File: src/rtl/lift_plant_emulator.sv
`default_nettype none
// ============================================================================
// Module      : lift_plant_emulator
// Description : Plant model of one lift car. Integrates shaft travel from the
//               motion/direction commands, produces symmetric floor contact
//               windows, models a timed door stroke and latches sticky
//               violation flags for the controller under test.
//               Optional build macro LIFT_EMU_ASSERT_EN adds concurrent
//               assertions that $error on every violation condition and on
//               inconsistent sensor/door outputs.
// Revision    : 1.0 - initial release
// ============================================================================
module lift_plant_emulator #(
  parameter int N_FLOORS     = 12,
  parameter int T_FLOOR      = 200,
  parameter int T_FLR_CONTCT = 50,
  parameter int T_DOOR       = 40,
  parameter int START_FLOOR  = 0
) (
  input  logic                        clk,
  input  logic                        rst,
  input  logic                        motion,
  input  logic                        direction,
  input  logic                        door_cmd,
  input  logic                        err_clr,
  output logic [N_FLOORS-1:0]         floor_sense,
  output logic [$clog2(N_FLOORS)-1:0] pos_floor,
  output logic                        moving,
  output logic                        door_open,
  output logic                        door_closed,
  output logic [3:0]                  err_flags
);

  // Widths: floor index, signed offset (must hold +/-T_FLOOR), door counter.
  localparam int c_fw = $clog2(N_FLOORS);
  localparam int c_ow = $clog2(T_FLOOR + 1) + 1;
  localparam int c_dw = $clog2(T_DOOR + 1);

  localparam logic [c_fw-1:0]        c_top        = c_fw'(N_FLOORS - 1);
  localparam logic [c_fw-1:0]        c_floor_one  = c_fw'(1);
  localparam logic [c_fw-1:0]        c_start      = c_fw'(START_FLOOR);
  localparam logic signed [c_ow-1:0] c_unit       = c_ow'(1);
  localparam logic signed [c_ow-1:0] c_step_max   = c_ow'(T_FLOOR - 1);
  localparam logic signed [c_ow-1:0] c_win        = c_ow'(T_FLR_CONTCT);
  localparam logic signed [c_ow-1:0] c_near       = c_ow'(T_FLOOR - T_FLR_CONTCT);
  localparam logic [c_dw-1:0]        c_dc_full    = c_dw'(T_DOOR);
  localparam logic [c_dw-1:0]        c_dc_last    = c_dw'(T_DOOR - 1);
  localparam logic [c_dw-1:0]        c_dc_one     = c_dw'(1);
  localparam logic [N_FLOORS-1:0]    c_one        = N_FLOORS'(1);
  localparam logic [N_FLOORS-1:0]    c_sense_rst  = c_one << START_FLOOR;

  typedef enum logic [1:0] {
    S_CLOSED  = 2'd0,
    S_OPENING = 2'd1,
    S_OPEN    = 2'd2,
    S_CLOSING = 2'd3
  } door_state_t;

  // Car position is floor r_floor plus signed offset r_off in clocks.
  logic [c_fw-1:0]        r_floor;
  logic signed [c_ow-1:0] r_off;
  logic [N_FLOORS-1:0]    r_sense;
  logic                   r_moving;
  logic                   r_prev_motion;
  logic                   r_prev_dir;
  logic [3:0]             r_err;
  door_state_t            r_door;
  logic [c_dw-1:0]        r_dc;

  logic                   w_at_limit;
  logic                   w_step;
  logic [c_fw-1:0]        w_floor;
  logic signed [c_ow-1:0] w_off;
  logic [N_FLOORS-1:0]    w_here;
  logic [N_FLOORS-1:0]    w_sense;
  logic                   w_aligned;
  logic                   w_dir_chg;
  logic                   w_stop_mid;
  logic                   w_overrun;
  logic                   w_door_viol;
  logic [3:0]             w_viol;

  assign w_aligned   = (r_off == '0);
  assign floor_sense = r_sense;
  assign pos_floor   = r_floor;
  assign moving      = r_moving;
  assign err_flags   = r_err;

  // Next position: one clock of travel when the move is accepted, wrapping
  // the offset into the adjacent floor when it reaches a full floor pitch.
  always_comb begin
    w_floor    = r_floor;
    w_off      = r_off;
    w_at_limit = direction ? ((r_floor == c_top) && !r_off[c_ow-1])
                           : ((r_floor == '0) && (r_off[c_ow-1] || w_aligned));
    w_step     = motion && (r_door == S_CLOSED) && !w_at_limit;
    if (w_step) begin
      if (direction) begin
        if (r_off == c_step_max) begin
          w_floor = r_floor + c_floor_one;
          w_off   = '0;
        end else begin
          w_off = r_off + c_unit;
        end
      end else begin
        if (r_off == -c_step_max) begin
          w_floor = r_floor - c_floor_one;
          w_off   = '0;
        end else begin
          w_off = r_off - c_unit;
        end
      end
    end
  end

  // Contact sensor for the post-edge position: a floor is sensed when the
  // car is within the contact half-window on either side of it.
  always_comb begin
    w_sense = '0;
    w_here  = c_one << w_floor;
    if ((w_off <= c_win) && (w_off >= -c_win)) begin
      w_sense = w_here;
    end else if (w_off >= c_near) begin
      w_sense = w_here << 1;
    end else if (w_off <= -c_near) begin
      w_sense = w_here >> 1;
    end
  end

  // Violation detection on the current command against pre-edge state.
  always_comb begin
    w_dir_chg   = r_prev_motion && motion && (r_prev_dir != direction);
    w_stop_mid  = r_prev_motion && !motion && !w_aligned;
    w_overrun   = motion && w_at_limit;
    w_door_viol = (door_cmd && (motion || !w_aligned)) ||
                  (motion && (r_door != S_CLOSED));
    w_viol      = {w_door_viol, w_overrun, w_stop_mid, w_dir_chg};
  end

  // Position, sensor and motion-history registers.
  always_ff @(posedge clk or posedge rst) begin
    if (rst) begin
      r_floor       <= c_start;
      r_off         <= '0;
      r_sense       <= c_sense_rst;
      r_moving      <= 1'b0;
      r_prev_motion <= 1'b0;
      r_prev_dir    <= 1'b0;
    end else begin
      r_floor       <= w_floor;
      r_off         <= w_off;
      r_sense       <= w_sense;
      r_moving      <= w_step;
      r_prev_motion <= motion;
      r_prev_dir    <= direction;
    end
  end

  // Sticky error flags; a new violation wins over a simultaneous clear.
  always_ff @(posedge clk or posedge rst) begin
    if (rst) begin
      r_err <= 4'b0000;
    end else begin
      r_err <= (err_clr ? 4'b0000 : r_err) | w_viol;
    end
  end

  // Door stroke FSM; a reversed command turns the stroke around at the
  // current counter value so the door retraces from where it is.
  always_ff @(posedge clk or posedge rst) begin
    if (rst) begin
      r_door      <= S_CLOSED;
      r_dc        <= '0;
      door_open   <= 1'b0;
      door_closed <= 1'b1;
    end else begin
      case (r_door)
        S_CLOSED: begin
          if (door_cmd && !motion && w_aligned) begin
            r_door      <= S_OPENING;
            door_closed <= 1'b0;
          end
        end
        S_OPENING: begin
          if (!door_cmd) begin
            r_door <= S_CLOSING;
          end else if (r_dc >= c_dc_last) begin
            r_dc      <= c_dc_full;
            r_door    <= S_OPEN;
            door_open <= 1'b1;
          end else begin
            r_dc <= r_dc + c_dc_one;
          end
        end
        S_OPEN: begin
          if (!door_cmd) begin
            r_door    <= S_CLOSING;
            door_open <= 1'b0;
          end
        end
        S_CLOSING: begin
          if (door_cmd) begin
            r_door <= S_OPENING;
          end else if (r_dc <= c_dc_one) begin
            r_dc        <= '0;
            r_door      <= S_CLOSED;
            door_closed <= 1'b1;
          end else begin
            r_dc <= r_dc - c_dc_one;
          end
        end
        default: begin
          r_door      <= S_CLOSED;
          r_dc        <= '0;
          door_open   <= 1'b0;
          door_closed <= 1'b1;
        end
      endcase
    end
  end

`ifdef LIFT_EMU_ASSERT_EN
  a_dir_chg: assert property (@(posedge clk) disable iff (rst) !w_dir_chg)
    else $error("lift_plant_emulator: direction changed while moving");
  a_stop_mid: assert property (@(posedge clk) disable iff (rst) !w_stop_mid)
    else $error("lift_plant_emulator: car stopped between floors");
  a_overrun: assert property (@(posedge clk) disable iff (rst) !w_overrun)
    else $error("lift_plant_emulator: travel requested past shaft limit");
  a_door: assert property (@(posedge clk) disable iff (rst) !w_door_viol)
    else $error("lift_plant_emulator: door/motion interlock violated");
  a_sense: assert property (@(posedge clk) disable iff (rst) $onehot0(floor_sense))
    else $error("lift_plant_emulator: floor_sense not one-hot");
  a_door_excl: assert property (@(posedge clk) disable iff (rst) !(door_open && door_closed))
    else $error("lift_plant_emulator: door both open and closed");
`endif

endmodule
`default_nettype wire

File: config.mk
export PLATFORM = sky130hd
export DESIGN_NAME = lift_plant_emulator
export DESIGN_NICKNAME = d
export VERILOG_FILES = /design/src/rtl/lift_plant_emulator.sv
export SDC_FILE = /design/constraint.sdc
export NUM_CORES = 1
export LEC_CHECK = 0
export BUFFER_PORTS_ARGS = -buffer_cell sky130_fd_sc_hd__buf_2
export CAP_MARGIN = 20
export CORE_AREA = 2 2 83 85
export CTS_BUF_LIST = sky130_fd_sc_hd__clkbuf_8
export CTS_CLUSTER_SIZE = 8
export DETAILED_ROUTE_END_ITERATION = 16
export DIE_AREA = 0 0 85 87
export MAX_ROUTING_LAYER = met4
export PLACE_DENSITY = 0.73
export SYNTH_ARGS = -nofsm -noshare
export SYNTH_HDL_FRONTEND = slang
export SYNTH_SLANG_ARGS = --single-unit
export TNS_END_PERCENT = 20
File: constraint.sdc
create_clock -name clk -period 3.31 [get_ports clk]
set_clock_uncertainty 0.1 [all_clocks]
set_input_delay 0.1655 -clock clk [delete_from_list [all_inputs] [get_ports clk]]
set_output_delay 0.1655 -clock clk [all_outputs]
set_load 0.1 [all_outputs]
==> qor.txt, run 1 <==
Outcome: complete, no violations
Fin. Hold Viols: 0
CTS sink cnt: 42
I/O pin cnt: 29
Placeable Area: 6570 µm²
Final cell count without fillers: 443
DRC viols: 0
Cell Area, Synth: 2830 µm²
Initial DRC Count: 205
Required @ worst endpoint: 3430 ps
Final period util: 95.4%
Worst-path clk slew: 80 ps
Layout area overhead: 17.2%
Starting Density: 43.1%
Number of synthesized flops with an enable pin: 0
Final RePlAce weighted congestion: 0.949
Setup WS post-layout: 152 ps
Vias in the first global route: 2398
Clk_lat worst skew: 300 ps
Switching Fraction: 45.3%
Top cell type's share of synthesized area: 35.3%
Antenna viol nets, final: 0
Vias: 2591
Top post-synthesis cells by area: dfrtp_1 35%, ha_1 5.7%, nor2_1 4.4%, o21ai_0 4.2%, nand2_1 4.1%
Inserted Diodes: 0
TNS Setup: 0 ps
Worst Tran Pin Value: 548 ps
Yosys reg bits: 42
Layout cells sized above 1: 22.6%
Post-Place Cells: 431
DRT Pass-1 Iters: 5
Worst path buffer plus inverter count: 1
Crit-path cells: inv_1, ha_1, or3b_2, a21oi_4, a21o_4, nor2_1, a211o_1, or3b_1, o32ai_4, mux2i_4, o22ai_2
Slowest CP cell: or3b_2
Pleak: 1.48 nW
RSZ-0062 raised after global routing: yes
CTS buffer count: 5
Crit-path max cell delay: 480 ps
Max Cap Viol: 0
Syn Nets: 342
First-pass GRT wire length: 11.0 mm
Via density: 5.85
Sequential-to-total area share from yosys stat: 37.2%
Initial antenna violation count: 0
Residual overflow from global routing: 0
Clock Root Buffer: clkbuf_8
Setup Fix Bufs, Post-CTS: 0
Internal Power: 0.00140 W
HP Class: in -> reg
R2r setup slk: 150 ps
F_max: 317 MHz
Die Span X: 85 µm
PwrDens: 773 nW/µm²
Switch Pwr: 0.00116 W
CTS tree: yes
Tmin final: 3160 ps
Comb power frac: 49.7%
Pins over their slew limit: 0
Power share of the sequential group: 30.7%
Area leader, netlist: dfrtp_1
Clk pwr share: 19.6%
Ys flop type: dfrtp_1
Max Root-Sink Buffers: 2
Most frequent cell after synthesis: dfrtp_1
Post-DP HPWL: 4.84 mm
Die ar.: 7400 µm²
Finish-stage setup viols: 0
Nets: 381
WP data arrival: 3280 ps
CP Launch Type: flop
GRT Overall Usage: 19.0%
Die Ht: 87 µm
Cell types with the highest counts after synthesis: 40 x dfrtp_1, 33 x nor2_1, 31 x nand2_1
Routed WL: 6.74 mm
Row cnt: 30
Kind of critical path: reg -> reg
Synth warnings: 0
H-tree levels: 2
WL/cell: 15.2 µm
Avg Inst Size Synth: 8.77 µm²
Setup WS pre-CTS: 94.7 ps
IO buf count: 28
Async SR Flop Fraction: 100%
Max VDD drop: 0.410 mV
Largest net degree at the start of global routing: 43
Slew headroom: 63.2%
CP Capture Type: flop
Mapped Cells: 323
Crit path max-delay family: compound AO/OA/AOI/OAI gates
Synth cell types: 71
CP max FO: 6
-- worst register-to-register path, delay by kind of cell, from the launching register on --
family	cells	cell delay [ps]
AO/OA/AOI/OAI	5	1150
AND/OR/NAND/NOR	3	950
flip-flops	1	440
multiplexers	1	180
adder cells (fa/ha/maj)	1	160
buffers and inverters	1	100
-- power by group through the flow --
stage	clock, W	combinational (W)	sequential [W]
floorplan	0	0.000900	0.000875
global placement	0	0.00121	0.000792
detailed placement	0	0.00124	0.000793
CTS	0.000513	0.00125	0.000783
global route	0.000532	0.00141	0.000813
finish	0.000503	0.00127	0.000789
-- metal layers --
layer | up-vias | share of wire [%] | GRT usage [%]
li1 | 1252 | - | -
met1 | 1235 | 43 | 23.4
met2 | 92 | 49 | 30.6
met3 | 12 | 5.4 | 3.70
met4 | 0 | 2.0 | 8.23
met5 | - | 0 | -
-- state kept, by name, summed over array words and instances, names as in the netlist --
register       flops
door_closed        1
floor_sense       12
r_door             2
r_prev_motion      1
door_open          1
r_prev_dir         1
r_dc               6
err_flags          4
r_off              9
moving             1
pos_floor          4
-- area by class of cell --
class                      count  area (µm²)
tap                           80         100
timing repair buffer          44         263
clock buffer                   6        82.6
fill                         608        3250
inverter                      24        92.6
multi-input combinational    245        1670
clock inverter                 2        60.1
sequential                    42        1060
-- path summary, 6_finish.rpt --
| path | depth (start not counted) | endpoint | start |
|---|---|---|---|
| min in group asynchronous | 4 | floor_sense[10] | rst |
| worst max-delay path | 11 | floor_sense[9] | pos_floor[0] |
| max in group asynchronous | 4 | pos_floor[0] | rst |
| worst max register to register | 11 | floor_sense[9] | pos_floor[0] |
| worst min-delay path | 2 | err_flags[3] | err_clr |
| worst min register to register | 1 | err_flags[1] | err_flags[1] |
-- repair_timing --
action,in CTS,in global routing
endpoints found under the setup margin,0,11
endpoints found under the hold margin,41,0
resized for setup,0,6
hold buffers,2,0
-- per-stage QoR --
step	utilization, %	power (W)	hold slack (ps)	instance area [µm²]
4_1_cts	49.9	0.00255	16.2	3280
2_1_floorplan	-	0.00177	96.9	2840
3_3_place_gp	47.4	0.00200	217	3110
3_5_place_dp	47.4	0.00203	224	3110
5_1_grt	50.6	0.00275	33.4	3320
6_report	50.6	0.00257	23.7	3320
-- cells by family (layout without fill, tap and decap cells) --
family / count (synthesis) / after routing / share of synthesized area (%)
compound gates: 104 / 105 / 26.8
mux: 5 / 5 / 2.25
buf+inv: 37 / 76 / 5.43
xor+xnor: 5 / 5 / 1.55
simple gates: 117 / 117 / 21.0
fa+ha+maj: 13 / 13 / 5.74
flops: 42 / 42 / 37.2
-- layout by cell type, fill, tap and decap left out, drive strengths merged, types with 3 or more instances in the layout --
| master | count |
|---|---|
| o21ai | 33 |
| xor2 | 3 |
| nand2 | 31 |
| mux2i | 4 |
| nor4 | 3 |
| nand4bb | 3 |
| or2 | 6 |
| nand2b | 4 |
| inv | 22 |
| a31oi | 8 |
| nor2b | 3 |
| nand4 | 3 |
| a21o | 3 |
| nor3 | 11 |
| o22ai | 10 |
| clkbuf | 6 |
| a221oi | 3 |
| a21oi | 17 |
| a22oi | 4 |
| or3b | 3 |
| nor2 | 33 |
| buf | 42 |
| nand3 | 8 |
| ha | 13 |
| o211ai | 4 |
| dfrtp | 40 |
Note: power is estimated with default switching activity, not from simulation.
==> run 2, diff against run 1 <==
Settings changed: PLACE_DENSITY 0.73 to 0.62.
==> qor.txt, run 2 (synthesis gave the netlist of run 1 again) <==
H-tree levels: 2 (unchanged)
Slowest CP cell: or3b_4
Crit-path max cell delay: 430 ps (-50 ps)
Final RePlAce weighted congestion: 0.985 (+3.8%)
WP data arrival: 3240 ps (-40 ps)
CP Launch Type: flop
Final period util: 94.7% (-0.69 points)
Placeable Area: 6570 µm² (unchanged)
Via density: 5.75 (-1.7%)
Worst-path clk slew: 90 ps (about the same)
Residual overflow from global routing: 0 (unchanged)
TNS Setup: 0 ps (unchanged)
CP max FO: 6 (unchanged)
Final cell count without fillers: 449 (+1.4%)
Commonest non-fill, non-tap cell in the layout: dfrtp_1
I/O pin cnt: 29 (unchanged)
FF/Latch Area: 1060 µm² (unchanged)
Post-Place Cells: 437 (+1.4%)
Multi-input gate area: 1650 µm² (-1.1%)
Antenna viol nets, final: 0 (unchanged)
Layout cells sized above 1: 23.8% (+1.3 points)
Largest net degree at the start of global routing: 43 (unchanged)
Final Core Density: 51.0% (+0.44 points)
Largest register FFs: 12 (unchanged)
Required @ worst endpoint: 3420 ps (about the same)
Outcome: complete, no violations
Crit-path cells: inv_1, ha_1, or3b_4, or2_1, o32ai_1, a21oi_1, a31oi_4, or3b_1, o32ai_4, mux2i_4, o22ai_1
Max Root-Sink Buffers: 2 (unchanged)
R2r setup slk: 180 ps (+20 ps)
Most frequent cells in the layout: 38 x dfrtp_1, 33 x nor2_1, 31 x nand2_1
Vias: 2582 (-0.35%)
IO buf count: 28 (unchanged)
Filler Cell Count: 600 (-1.3%)
Max Cap Viol: 0 (unchanged)
Slew headroom: 64.5% (+1.3 points)
Pleak: 1.51 nW (+2.0%)
Clock Root Buffer: clkbuf_8
WL/cell: 15.3 µm (+0.52%)
Fin. Hold Viols: 0 (unchanged)
CP Capture Type: flop
Die Span X: 85 µm (unchanged)
CTS buffer count: 5 (unchanged)
First-pass GRT wire length: 11.2 mm (+1.5%)
Nets: 387 (+1.6%)
Worst path buffer plus inverter count: 1 (unchanged)
Crit path max-delay family: simple AND/OR/NAND/NOR gates
Power Total: 0.00259 W (+1.0%)
CTS sink cnt: 42 (unchanged)
Row cnt: 30 (unchanged)
Max VDD drop: 0.473 mV (+15%)
Die Ht: 87 µm (unchanged)
DRC viols: 0 (unchanged)
Finish-stage setup viols: 0 (unchanged)
Inserted Diodes: 0 (unchanged)
Hold WS: 31.7 ps (+8.05 ps)
DRT Pass-1 Iters: 5 (unchanged)
HP Class: in -> reg
Initial antenna violation count: 0 (unchanged)
F_max: 319 MHz (+0.73%)
GRT Overall Usage: 19.0% (-0.039 points)
Initial DRC Count: 141 (-31%)
Routed WL: 6.87 mm (+1.9%)
Tmin final: 3130 ps (-22.8 ps)
Die ar.: 7400 µm² (unchanged)
Layout area overhead: 18.2%
Worst Tran Pin Value: 532 ps (-15.8 ps)
CTS tree: yes
Vias in the first global route: 2380 (-0.75%)
Starting Density: 43.1% (unchanged)
Kind of critical path: reg -> reg
PwrDens: 774 nW/µm² (+0.15%)
Pins over their slew limit: 0 (unchanged)
RSZ-0062 raised after global routing: no
Clk_lat worst skew: 290 ps (about the same)
Post-DP HPWL: 5.14 mm (+6.1%)
## run 2: changes by cell type in the layout (fill, tap and decap cells not counted), sizes merged
| cell | change |
|---|---|
| a21o | -1 |
| buf | +7 |
| clkbuf | -1 |
| clkinv | +1 |
## run 2: stage by stage
stage / cell area (µm²) / worst slack [ps]
floorplan: 2840 / 68.5
global route: 3350 / 3.79
detailed placement: 3160 / 162
finish: 3350 / 175
CTS: 3320 / 157
global placement: 3160 / 221
## run 2: where the power goes
group	switching (W)	total, W	leakage (nW)	internal [W]
sequential	0.000154	0.000777	0.521	0.000623
clock	0.000175	0.000478	0.0683	0.000302
combinational	0.000858	0.00134	0.922	0.000481
## run 2: area by class of cell
type,instances,share of cell area [%]
repair buffers,51,9.41
well taps,80,2.99
multi-input cells,244,49.2
clock inverters,3,2.05
clock buffers,5,2.05
flip-flops and latches,42,31.5
inverters,24,2.76
## run 2: timing repair
item | CTS | global route
buffers inserted | 0 | 1
hold endpoints to repair | 41 | 0
hold buffers | 2 | 0
endpoints found under the setup margin | 0 | 8
resized for setup | 0 | 4
## run 2: per-layer routing
layer / GRT usage [%] / part of all wire (%) / vias up
met5: - / 0 / -
met4: 5.34 / 1.8 / 0
met3: 2.75 / 4.2 / 12
met2: 31.0 / 48 / 83
met1: 24.9 / 46 / 1223
li1: - / - / 1264
## run 2: worst paths after layout
kind | cells past startpoint | from | endpoint
hold / removal | 2 | err_clr | err_flags[3]
max in group asynchronous | 4 | rst | pos_floor[1]
setup reg to reg | 11 | r_off[0] | floor_sense[5]
setup / recovery | 11 | r_off[0] | floor_sense[5]
min in group asynchronous | 4 | rst | floor_sense[2]
hold reg to reg | 1 | err_flags[1] | err_flags[1]
==> run 3, diff against run 2 <==
Settings changed: SETUP_SLACK_MARGIN from default to 0.5.
==> qor.txt, run 3 (synthesis gave the netlist of run 1 again) <==
TNS Setup: 0 ps (unchanged)
Final RePlAce weighted congestion: 0.894 (-9.2%)
PwrDens: 746 nW/µm² (-3.6%)
Fin. Hold Viols: 0 (unchanged)
Die Ht: 87 µm (unchanged)
Most frequent cells in the layout: 41 x buf_4, 36 x dfrtp_1, 33 x nor2_1
Placed instance area: 3170 µm² (+0.48%)
Crit path launch: pos_floor[1]
IO buf count: 28 (unchanged)
F_max: 329 MHz (+3.1%)
HP Start: err_clr
Slew headroom: 59.8% (-4.7 points)
Vias in the first global route: 2457 (+3.2%)
Kind of critical path: reg -> reg
R2R cell count: 13 (+2)
I/O pin cnt: 29 (unchanged)
Placeable Area: 6570 µm² (unchanged)
Max Cap Viol: 0 (unchanged)
Commonest non-fill, non-tap cell in the layout: buf_4
Largest register FFs: 12 (unchanged)
Max Root-Sink Buffers: 2 (unchanged)
Final cell count without fillers: 473 (+5.3%)
Antenna viol nets, final: 0 (unchanged)
Crit-path cells: inv_2, ha_4, or3b_4, a21oi_4, a21o_4, inv_8, a221oi_4, inv_2, a211oi_4, o32ai_4, buf_4, a221oi_4, nor2_1
Die Span X: 85 µm (unchanged)
Largest net degree at the start of global routing: 43 (unchanged)
Pins over their slew limit: 0 (unchanged)
RSZ-0062 raised after global routing: yes
Clock Root Buffer: clkbuf_8
Multi-input gate area: 1840 µm² (+12%)
FF/Latch Area: 1060 µm² (+0.71%)
Pleak: 1.64 nW (+8.9%)
CP Launch Type: flop
Slowest CP cell: dfrtp_4
Layout cells sized above 1: 35.6% (+12 points)
CP Capture Type: flop
Worst hold path cell count: 2 (unchanged)
Initial antenna violation count: 0 (unchanged)
HP Class: in -> reg
Inserted Diodes: 0 (unchanged)
Routed WL: 7.37 mm (+7.2%)
Starting Density: 43.1% (unchanged)
WP data arrival: 3130 ps (-110 ps)
Clk_lat worst skew: 300 ps (about the same)
Post-DP HPWL: 4.87 mm (-5.1%)
CTS sink cnt: 42 (unchanged)
Residual overflow from global routing: 0 (unchanged)
Setup WS pre-CTS: 93.5 ps (-68.8 ps)
R2R Path Start: pos_floor[1]
Worst path buffer plus inverter count: 4 (+3)
DRT Pass-1 Iters: 4 (-1)
CP max FO: 7 (+1)
Crit path max-delay family: compound AO/OA/AOI/OAI gates
Required @ worst endpoint: 3400 ps (-20 ps)
Initial DRC Count: 126 (-11%)
Max VDD drop: 0.507 mV (+7.2%)
CTS buffer count: 5 (unchanged)
Post-Place Cells: 435 (-0.46%)
WP depth: 13 (+2)
Final period util: 91.9% (-2.8 points)
Filler Cell Count: 591 (-1.5%)
WL/cell: 15.6 µm (+1.8%)
H-tree levels: 2 (unchanged)
Power Total: 0.00277 W (+6.8%)
Worst Tran Pin Value: 596 ps (+64.6 ps)
Tmin final: 3040 ps (-93.0 ps)
Die ar.: 7400 µm² (unchanged)
Worst-path clk slew: 80 ps (about the same)
DRC viols: 0 (unchanged)
First-pass GRT wire length: 11.8 mm (+5.6%)
Crit-path max cell delay: 510 ps (+80 ps)
Row cnt: 30 (unchanged)
Vias: 2672 (+3.5%)
GRT Overall Usage: 20.3% (+1.3 points)
Setup WS post-layout: 268 ps (+93.0 ps)
Cell area after layout: 3710 µm² (+11%)
CTS tree: yes
Nets: 411 (+6.2%)
Layout area overhead: 30.9%
Via density: 5.65 (-1.8%)
Outcome: complete, no violations
Finish-stage setup viols: 0 (unchanged)
run 3: cell types whose count changed in the layout (fill, tap and decap cells not counted), moves of 2 or more:
cell      delta
buf_4       +21
inv_1        -5
ha_1         -3
inv_2        +3
o21ai_0      -3
buf_6        +2
clkinv_2     +2
dfrtp_1      -2
dfrtp_4      +2
ha_4         +2
o21ai_2      +2
o21ai_4      +2
or2_4        +2
or3b_4       +2
run 3: where the power goes:
part | switching (W) | internal, W | leakage [nW]
combinational | 0.000947 | 0.000637 | 1.07
clock | 0.000183 | 0.000222 | 0.0579
sequential | 0.000155 | 0.000624 | 0.518
run 3: worst paths after layout:
| check | endpoint | slack [ps] |
|---|---|---|
| max reg2reg | floor_sense[10] | 270 |
| max | floor_sense[10] | 270 |
| min in group asynchronous | floor_sense[2] | 440 |
| min | err_flags[3] | 20 |
| max in group asynchronous | pos_floor[0] | 2250 |
| min reg2reg | err_flags[0] | 390 |
run 3: layer usage:
metal / track usage [%] / vias to the layer above / wire (µm)
met2: 33.5 / 78 / 3640
li1: - / 1311 / -
met3: 4.64 / 14 / 378
met4: 5.63 / 0 / 145
met5: - / - / 0
met1: 25.3 / 1269 / 3200
run 3: final cells by class:
class | instances | share of cell area, %
multi-input cells | 245 | 49.6
flip-flops and latches | 42 | 28.7
repair buffers | 74 | 13.4
inverters | 24 | 2.77
well taps | 80 | 2.70
clock buffers | 5 | 1.85
clock inverters | 3 | 1.08
run 3: stage by stage:
| step | hold WS (ps) | utilization, % |
|---|---|---|
| global route | 11.3 | 56.5 |
| global placement | 222 | 48.3 |
| finish | 20.5 | 56.5 |
| CTS | 29.5 | 55.2 |
| floorplan | 96.9 | - |
| detailed placement | 228 | 48.3 |
run 3: repair_timing:
action,in CTS,in global routing
pin swaps,13,1
setup buffers,21,5
gates resized for setup,36,8
gates cloned,1,0
hold buffers,2,0
hold endpoints to repair,41,0
endpoints found under the setup margin,12,12
